### src/rtl/evo_servo_ctrl.sv
// evo_servo_ctrl: CSR-mapped hobby-servo PWM generator, NUM_CH channels on a microsecond timebase.
// Latency: CSR read data 1 cycle after csr_rd; servo_out rises 3 cycles after an enabling CTRL write from idle.
// Backpressure: none; CSR strobes are always accepted, and out-of-range accesses are dropped silently.
// Ports: clk/reset_n; csr_addr/csr_wr/csr_wrdata/csr_rd in; csr_rddata/csr_rdvalid out;
//        servo_out[NUM_CH-1:0] PWM outputs; frame_start one-cycle pulse per frame.
module evo_servo_ctrl #(
  parameter logic [11:0] BASE_ADDR   = 12'h8AA,
  parameter int          NUM_CH      = 4,
  parameter int          CLKS_PER_US = 16,
  parameter logic [15:0] PERIOD_RST  = 16'd20000,
  parameter logic [15:0] PULSE_RST   = 16'd1500
) (
  input  logic              clk,
  input  logic              reset_n,
  input  logic [11:0]       csr_addr,
  input  logic              csr_wr,
  input  logic [31:0]       csr_wrdata,
  input  logic              csr_rd,
  output logic [31:0]       csr_rddata,
  output logic              csr_rdvalid,
  output logic [NUM_CH-1:0] servo_out,
  output logic              frame_start
);

  localparam int          PW        = $clog2(CLKS_PER_US);
  localparam logic [PW-1:0] PRESC_MAX = PW'(CLKS_PER_US - 1);

  // Shadow (CSR-visible) registers
  logic [NUM_CH-1:0]       ctrl_q, ctrl_d;
  logic [15:0]             period_q, period_d;
  logic [NUM_CH-1:0][15:0] pulse_q, pulse_d;

  // Active copies used by the PWM engine
  logic [NUM_CH-1:0]       en_act_q, en_act_d;
  logic [15:0]             period_act_q, period_act_d;
  logic [NUM_CH-1:0][15:0] pulse_act_q, pulse_act_d;

  // Timebase and output pipeline
  logic [PW-1:0]     presc_q, presc_d;
  logic [15:0]       us_cnt_q, us_cnt_d;
  logic              restart_q, restart_d;
  logic              frame_start_q, frame_start_d;
  logic [NUM_CH-1:0] lt_q, lt_d;
  logic [NUM_CH-1:0] servo_q, servo_d;
  logic [31:0]       rddata_q, rddata_d;
  logic              rdvalid_q, rdvalid_d;

  logic [11:0] off;
  logic        hit;
  logic        tick;
  logic        boundary;
  logic [31:0] rd_mux;

  // Subtraction wraps addresses below BASE to large offsets, so one compare covers both ends.
  assign off  = csr_addr - BASE_ADDR;
  assign hit  = off < 12'(NUM_CH + 2);
  assign tick = (presc_q == PRESC_MAX);
  // restart_q is set by a nonzero CTRL write while nothing was active: start a fresh frame now.
  assign boundary = restart_q || (tick && (us_cnt_q == period_act_q - 16'd1));

  // CSR decode; reads always see the pre-write (registered) value.
  always_comb begin
    ctrl_d    = ctrl_q;
    period_d  = period_q;
    pulse_d   = pulse_q;
    rd_mux    = '0;
    restart_d = 1'b0;
    if (csr_wr && off == 12'd0) begin
      ctrl_d    = csr_wrdata[NUM_CH-1:0];
      restart_d = (csr_wrdata[NUM_CH-1:0] != '0) && (en_act_q == '0);
    end
    if (csr_wr && off == 12'd1 && csr_wrdata[15:0] != 16'd0) period_d = csr_wrdata[15:0];
    for (int c = 0; c < NUM_CH; c++) begin
      if (csr_wr && off == 12'(c + 2)) pulse_d[c] = csr_wrdata[15:0];
    end
    if (off == 12'd0) rd_mux = 32'(ctrl_q);
    if (off == 12'd1) rd_mux = {16'd0, period_q};
    for (int c = 0; c < NUM_CH; c++) begin
      if (off == 12'(c + 2)) rd_mux = {16'd0, pulse_q[c]};
    end
    rdvalid_d = csr_rd && hit;
    rddata_d  = rdvalid_d ? rd_mux : 32'd0;
  end

  // Timebase, frame-boundary loading and PWM compare.
  always_comb begin
    presc_d       = tick ? '0 : presc_q + PW'(1);
    us_cnt_d      = tick ? us_cnt_q + 16'd1 : us_cnt_q;
    en_act_d      = en_act_q;
    period_act_d  = period_act_q;
    pulse_act_d   = pulse_act_q;
    frame_start_d = 1'b0;
    if (boundary) begin
      en_act_d      = ctrl_q;
      period_act_d  = period_q;
      pulse_act_d   = pulse_q;
      presc_d       = '0;
      us_cnt_d      = 16'd0;
      frame_start_d = 1'b1;
    end
    if (ctrl_q == '0) begin
      presc_d       = '0;
      us_cnt_d      = 16'd0;
      en_act_d      = '0;
      frame_start_d = 1'b0;
    end
    // Disables bypass the boundary; enables can only arrive via the load above.
    en_act_d = en_act_d & ctrl_d;
    // Two-stage output: enable is applied in both stages so a disable drops the pin one cycle later.
    for (int c = 0; c < NUM_CH; c++) begin
      lt_d[c] = en_act_q[c] && (us_cnt_q < pulse_act_q[c]);
    end
    servo_d = lt_q & en_act_q;
  end

  always_ff @(posedge clk or negedge reset_n) begin
    if (!reset_n) begin
      ctrl_q        <= '0;
      period_q      <= PERIOD_RST;
      pulse_q       <= {NUM_CH{PULSE_RST}};
      en_act_q      <= '0;
      period_act_q  <= 16'd0;
      pulse_act_q   <= '0;
      presc_q       <= '0;
      us_cnt_q      <= 16'd0;
      restart_q     <= 1'b0;
      frame_start_q <= 1'b0;
      lt_q          <= '0;
      servo_q       <= '0;
      rddata_q      <= 32'd0;
      rdvalid_q     <= 1'b0;
    end else begin
      ctrl_q        <= ctrl_d;
      period_q      <= period_d;
      pulse_q       <= pulse_d;
      en_act_q      <= en_act_d;
      period_act_q  <= period_act_d;
      pulse_act_q   <= pulse_act_d;
      presc_q       <= presc_d;
      us_cnt_q      <= us_cnt_d;
      restart_q     <= restart_d;
      frame_start_q <= frame_start_d;
      lt_q          <= lt_d;
      servo_q       <= servo_d;
      rddata_q      <= rddata_d;
      rdvalid_q     <= rdvalid_d;
    end
  end

  assign csr_rddata  = rddata_q;
  assign csr_rdvalid = rdvalid_q;
  assign servo_out   = servo_q;
  assign frame_start = frame_start_q;

endmodule
### config.mk
export PLATFORM = sky130hd
export DESIGN_NAME = evo_servo_ctrl
export DESIGN_NICKNAME = d
export VERILOG_FILES = /design/src/rtl/evo_servo_ctrl.sv
export SDC_FILE = /design/constraint.sdc
export NUM_CORES = 1
export LEC_CHECK = 0
export CORE_MARGIN = 3
export CORE_UTILIZATION = 55
export CTS_BUF_LIST = sky130_fd_sc_hd__clkbuf_4
export CTS_CLUSTER_DIAMETER = 100
export CTS_CLUSTER_SIZE = 16
export DETAILED_ROUTE_END_ITERATION = 6
export PLACE_DENSITY = 0.76
export SLEW_MARGIN = 20
export SYNTH_ARGS = -nofsm -noshare
export SYNTH_HDL_FRONTEND = slang
export SYNTH_SLANG_ARGS = --single-unit
### constraint.sdc
create_clock -name clk -period 4.42 [get_ports clk]
set_input_delay 0.442 -clock clk [delete_from_list [all_inputs] [get_ports clk]]
set_output_delay 0.442 -clock clk [all_outputs]
set_load 0.02 [all_outputs]
# After elaboration in Yosys (flattened, before gate mapping)
# Index checks and enable logic that the tools add are counted.
# classes
muxes	19
n_bitwise	2
n_addsub	4
order_cmp	5
n_eq_ne	7
reduce_logical	21
# ops
operator	n
two-way mux 32 bit	6
less-than comparator 16 bit	4
two-way mux 16 bit	3
two-way mux 4 bit	7
equality test 12 x 2 -> 1 bit, second input constant	2
equality test 12 x 3 -> 1 bit, second input constant	2
adder 16 x 1 -> 16 bit, second input constant	1
equality test 16 bit	1
nonzero test 16 bit	1
subtractor 16 x 1 -> 16 bit, second input constant	1
logical AND 1 bit	14
equality test 12 x 1 -> 1 bit, second input constant	1
logical NOT 12 bit	1
less-than comparator 12 x 3 -> 1 bit, second input constant	1
subtractor 12 bit, second input constant	1
AND 4 bit	2
logical NOT 4 bit	2
adder 4 x 1 -> 4 bit, second input constant	1
equality test 4 bit, second input constant	1
nonzero test 4 bit	1
two-way mux 1 bit	3
nonzero test 3 bit	1
logical OR 1 bit	1
# totals
out_inout_bits	38
ff_bits	231

# Logic depth before layout (Yosys ltp)
# logic_depth
depth_word	9
depth_mapped	13

# Least setup slack after synthesis
# Ideal clock, no wire load.
# synth_path
path_type	input to register
startpoint	input csr_addr[1]
endpoint	register pulse_q[21] (netlist name)
t_arrival_ns	3.658
setup_time_ns	0.125
n_path_buf	4
required_time_ns	4.295
path_stages	13
path_slack_ns	0.637
path_cell_list	buf_1 > inv_1 > clkbuf_1 > ha_1 > nor2b_1 > o21a_1 > or3_1 > a211o_1 > nor4_1 > and4_1 > clkbuf_1 > buf_1 > mux2_2
# synth_via
elab_chain_cells	3
# synth_lines
element	line_no	source
start, declared	15	input logic [11:0] csr_addr,
subtractor 12 bit	55	assign off = csr_addr - BASE_ADDR;
equality test 12 x 2 -> 1 bit	74	if (csr_wr && off == 12'(c + 2)) pulse_d[c] = csr_wrdata[15:0];
logical AND 1 bit	74	
end signal, assigned	120	pulse_q <= {NUM_CH{PULSE_RST}};
end signal, assigned	135	pulse_q <= pulse_d;
end, declared	31	logic [NUM_CH-1:0][15:0] pulse_q, pulse_d;
# Every way passes these cells.
# A chain may end at the register's enable or synchronous reset.

# Worst setup path in the final report
# layout_path
startpoint	register period_act_q[5]
endpoint	register period_act_q[0]
# layout_via
elab_chain_cells	4
# layout_lines
element	line_no	source
start, declared	35	logic [15:0] period_act_q, period_act_d;
start signal, assigned	137	period_act_q <= period_act_d;
subtractor 16 x 1 -> 16 bit	59	assign boundary = restart_q || (tick && (us_cnt_q == period_act_q - 16'd1));
equality test 16 bit	59	
logical AND 1 bit	59	
logical OR 1 bit	59	
# Every way passes these cells.

==> reports/qor.csv <==
metric,value,unit
count of flip-flops with a built-in enable after synthesis,0,
main combinational cell family by area after synthesis,multiplexers,
via total after detailed routing,7570,
CTS H-tree depth,1,
CP Launch Type,flip-flop,
"setup slack, reg-to-reg",0.47,ns
Final WS setup,0.467,ns
worst-margin pin slew,0.912,ns
worst-path maximum fanout,18,
post-synthesis mux area share,18.5,%
"most common cell after layout, fill and taps aside",dfrtp_1,
worst hold path type,in -> async,
register area,5420,sq um
post-synthesis sequential area ratio,47.9,%
CTS tree,done,
final wirelength,26100,um
drt via density,5.98,
Row Count,51,
Clock Latency Late Sink,0.65,ns
post-synthesis simple-gate area fraction,7.98,%
DP Area,12100,sq um
Yosys Warn Count,0,
reg2reg end,period_act_q[0],
Post-Syn Instances,939,
clock tree sinks,215,
Initial Utilization,57.0,%
post-synth top area share,40.3,%
RSZ-0062 raised after global routing,no,
pre-CTS setup slack,0.506,ns
I/O pins,86,
DIE AREA,22300,sq um
PostCTS Resize Cnt,0,
reg2reg path depth,8,
fin crit share,89.4,%
"FFs w/ async S/R, synth",100,%
P per Cell Area,246,nW/um^2
CP Capture Type,flip-flop,
Final ANT Viol Nets,0,
initial antenna violation count,0,
Yosys cell types,63,
Initial DRC Count,547,
Compound-Gate Fraction of Synth Area,10.1,%
P_leak,5.70,nW
Synth area leader,dfrtp_1,
final setup violation count,0,
FF-to-FF Start,period_act_q[5],
detailed-router iteration count before antenna repair,5,
synth top area cells,"dfrtp_1 40%, mux2_2 8.7%, dfstp_2 7.7%, ha_1 7.1%, mux2_4 4.5%",
"CTS clk-pin slew, worst paths",0.18,ns
final core occ,62.3,%
Post-Synth XOR/XNOR Area,2.55,%
run status,completed,
largest net degree at the start of global routing,117,
Most used DFF post-synth,dfrtp_1,
global-route wire length before repair,41900,um
IO buf count,53,
Worst EP arrival,4.49,ns
total CTS buffers,17,
DRC violations left,0,
post-synthesis register bit count,215,
core area,19800,sq um
clock buffer depth,3,
area of the multi-input gates,5330,sq um
Post-CTS Setup Bufs,0,
Finished Cell Area,12400,sq um
Required @ worst endpoint,4.96,ns
synthesis-to-finish area growth,9.22,%
fillers,1573,
Slew headroom,39.2,%
Die H,149,um
All-Layer GR Usage,23.9,%
final RePlAce weighted congestion,0.852,
share of layout cells above drive strength 1,22.7,%
DP HPWL,18800,um
Wirelength per Cell,20.7,um
Post-Synth Adder-Cell Area,7.08,%
Crit Path Category,reg -> reg,
fmax,253,MHz
Final Hold Fails,0,
Tmin final,3.95,ns
n_diodes,0,
max cap viols,0,
Worst VDD drop,201,uV
Post-Syn Area per Cell,12.0,sq um
root buffer cell,clkbuf_4,
total negative slack,0,ns
clock skew,0.0368,ns
Congestion Overflow GR,0,
Max Slew Vio Count,0,
Syn Std Cell Area,11300,sq um
Die Wd,149,um
"commonest cells after routing, fill and taps aside","182 x dfrtp_1, 87 x mux2_2, 83 x inv_1",
layout net count,1105,
vias in the first global route,7724,
total power,0.00304,W
-- power by group --
part	switching [W]	leakage, nW	total [W]	internal [W]
clock	0.000632	0.126	0.000904	0.000272
sequential	0.00000470	2.87	0.00198	0.00198
combinational	0.000108	2.70	0.000156	0.0000480
total	0.000745	5.70	0.00304	0.00230
-- synth_stat cells (all sizes together) (14+ instances only) --
cell and n:
nand2 16, mux2 162, ha 64, a21oi 26, inv 83, a21o 18, a221oi 20, dfrtp 182
dfstp 33, nand4 23, buf 29, o21ai 42, nor2 19, xnor2 14, clkbuf 27, nor3 28
xor2 19
-- per-stage QoR --
stage / std cells / hold WS (ns)
2_1_floorplan: 954 / 0.146
5_1_grt: 1266 / 0.451
3_5_place_dp: 1238 / 0.475
4_1_cts: 1266 / 0.469
6_report: 1266 / 0.428
3_3_place_gp: 1238 / 0.468
-- worst max path at each step --
stage	from	end	slack [ns]	cells past startpoint
2_1_floorplan	csr_addr[1]	pulse_q[21]	0.64	13
3_3_place_gp	period_act_q[5]	pulse_act_q[3]	0.56	8
3_5_place_dp	period_act_q[5]	period_act_q[0]	0.51	8
4_1_cts	period_act_q[5]	period_act_q[0]	0.45	8
5_1_grt	period_act_q[5]	pulse_act_q[3]	0.33	8
6_report	period_act_q[5]	period_act_q[0]	0.47	8
-- critical path, cell delays in order (launching register included) --
cell and delay, ns:
dfrtp_1 0.49, or4_4 0.60, or4_4 0.52, o31a_1 0.26, or4_4 0.52, a2111oi_4 0.34, a21o_2 0.54, buf_12 0.23
mux2_1 0.33
-- registers in the layout, summed over array words and instances, names as in the netlist --
| register | flops |
|---|---|
| period_q | 16 |
| presc_q | 4 |
| csr_rddata | 16 |
| frame_start | 1 |
| pulse_q | 64 |
| restart_q | 1 |
| ctrl_q | 4 |
| csr_rdvalid | 1 |
| en_act_q | 4 |
| us_cnt_q | 16 |
| servo_out | 4 |
| period_act_q | 16 |
| pulse_act_q | 64 |
| lt_q | 4 |
-- layout make-up --
class / instances / share of cell area (%)
clock buffers: 26 / 1.58
clock inverters: 1 / 0.0911
inverters: 83 / 2.52
multi-input cells: 600 / 43.1
flip-flops and latches: 215 / 43.9
well taps: 265 / 2.68
repair buffers: 76 / 6.16
-- metal layers --
metal	track usage [%]	share of wire (%)	vias up
met2	37.2	46	216
met3	3.27	4.6	65
li1	-	-	3486
met5	0	0	-
met4	8.47	3.1	0
met1	34.8	47	3803
-- kinds of logic after synthesis --
group	Yosys count
DFF	215
buffers and inverters	139
other	1
xor gates and xnor gates	33
muxes	171
adders and majority gates	64
and+or+nand+nor	157
AOI/OAI and AO/OA	159
-- what timing repair did --
action                                 4_1_cts  5_1_grt
hold buffers                                 1        0
setup endpoints to repair                    0        0
endpoints found under the hold margin       93        0
Power figures use the tool's default switching activity.
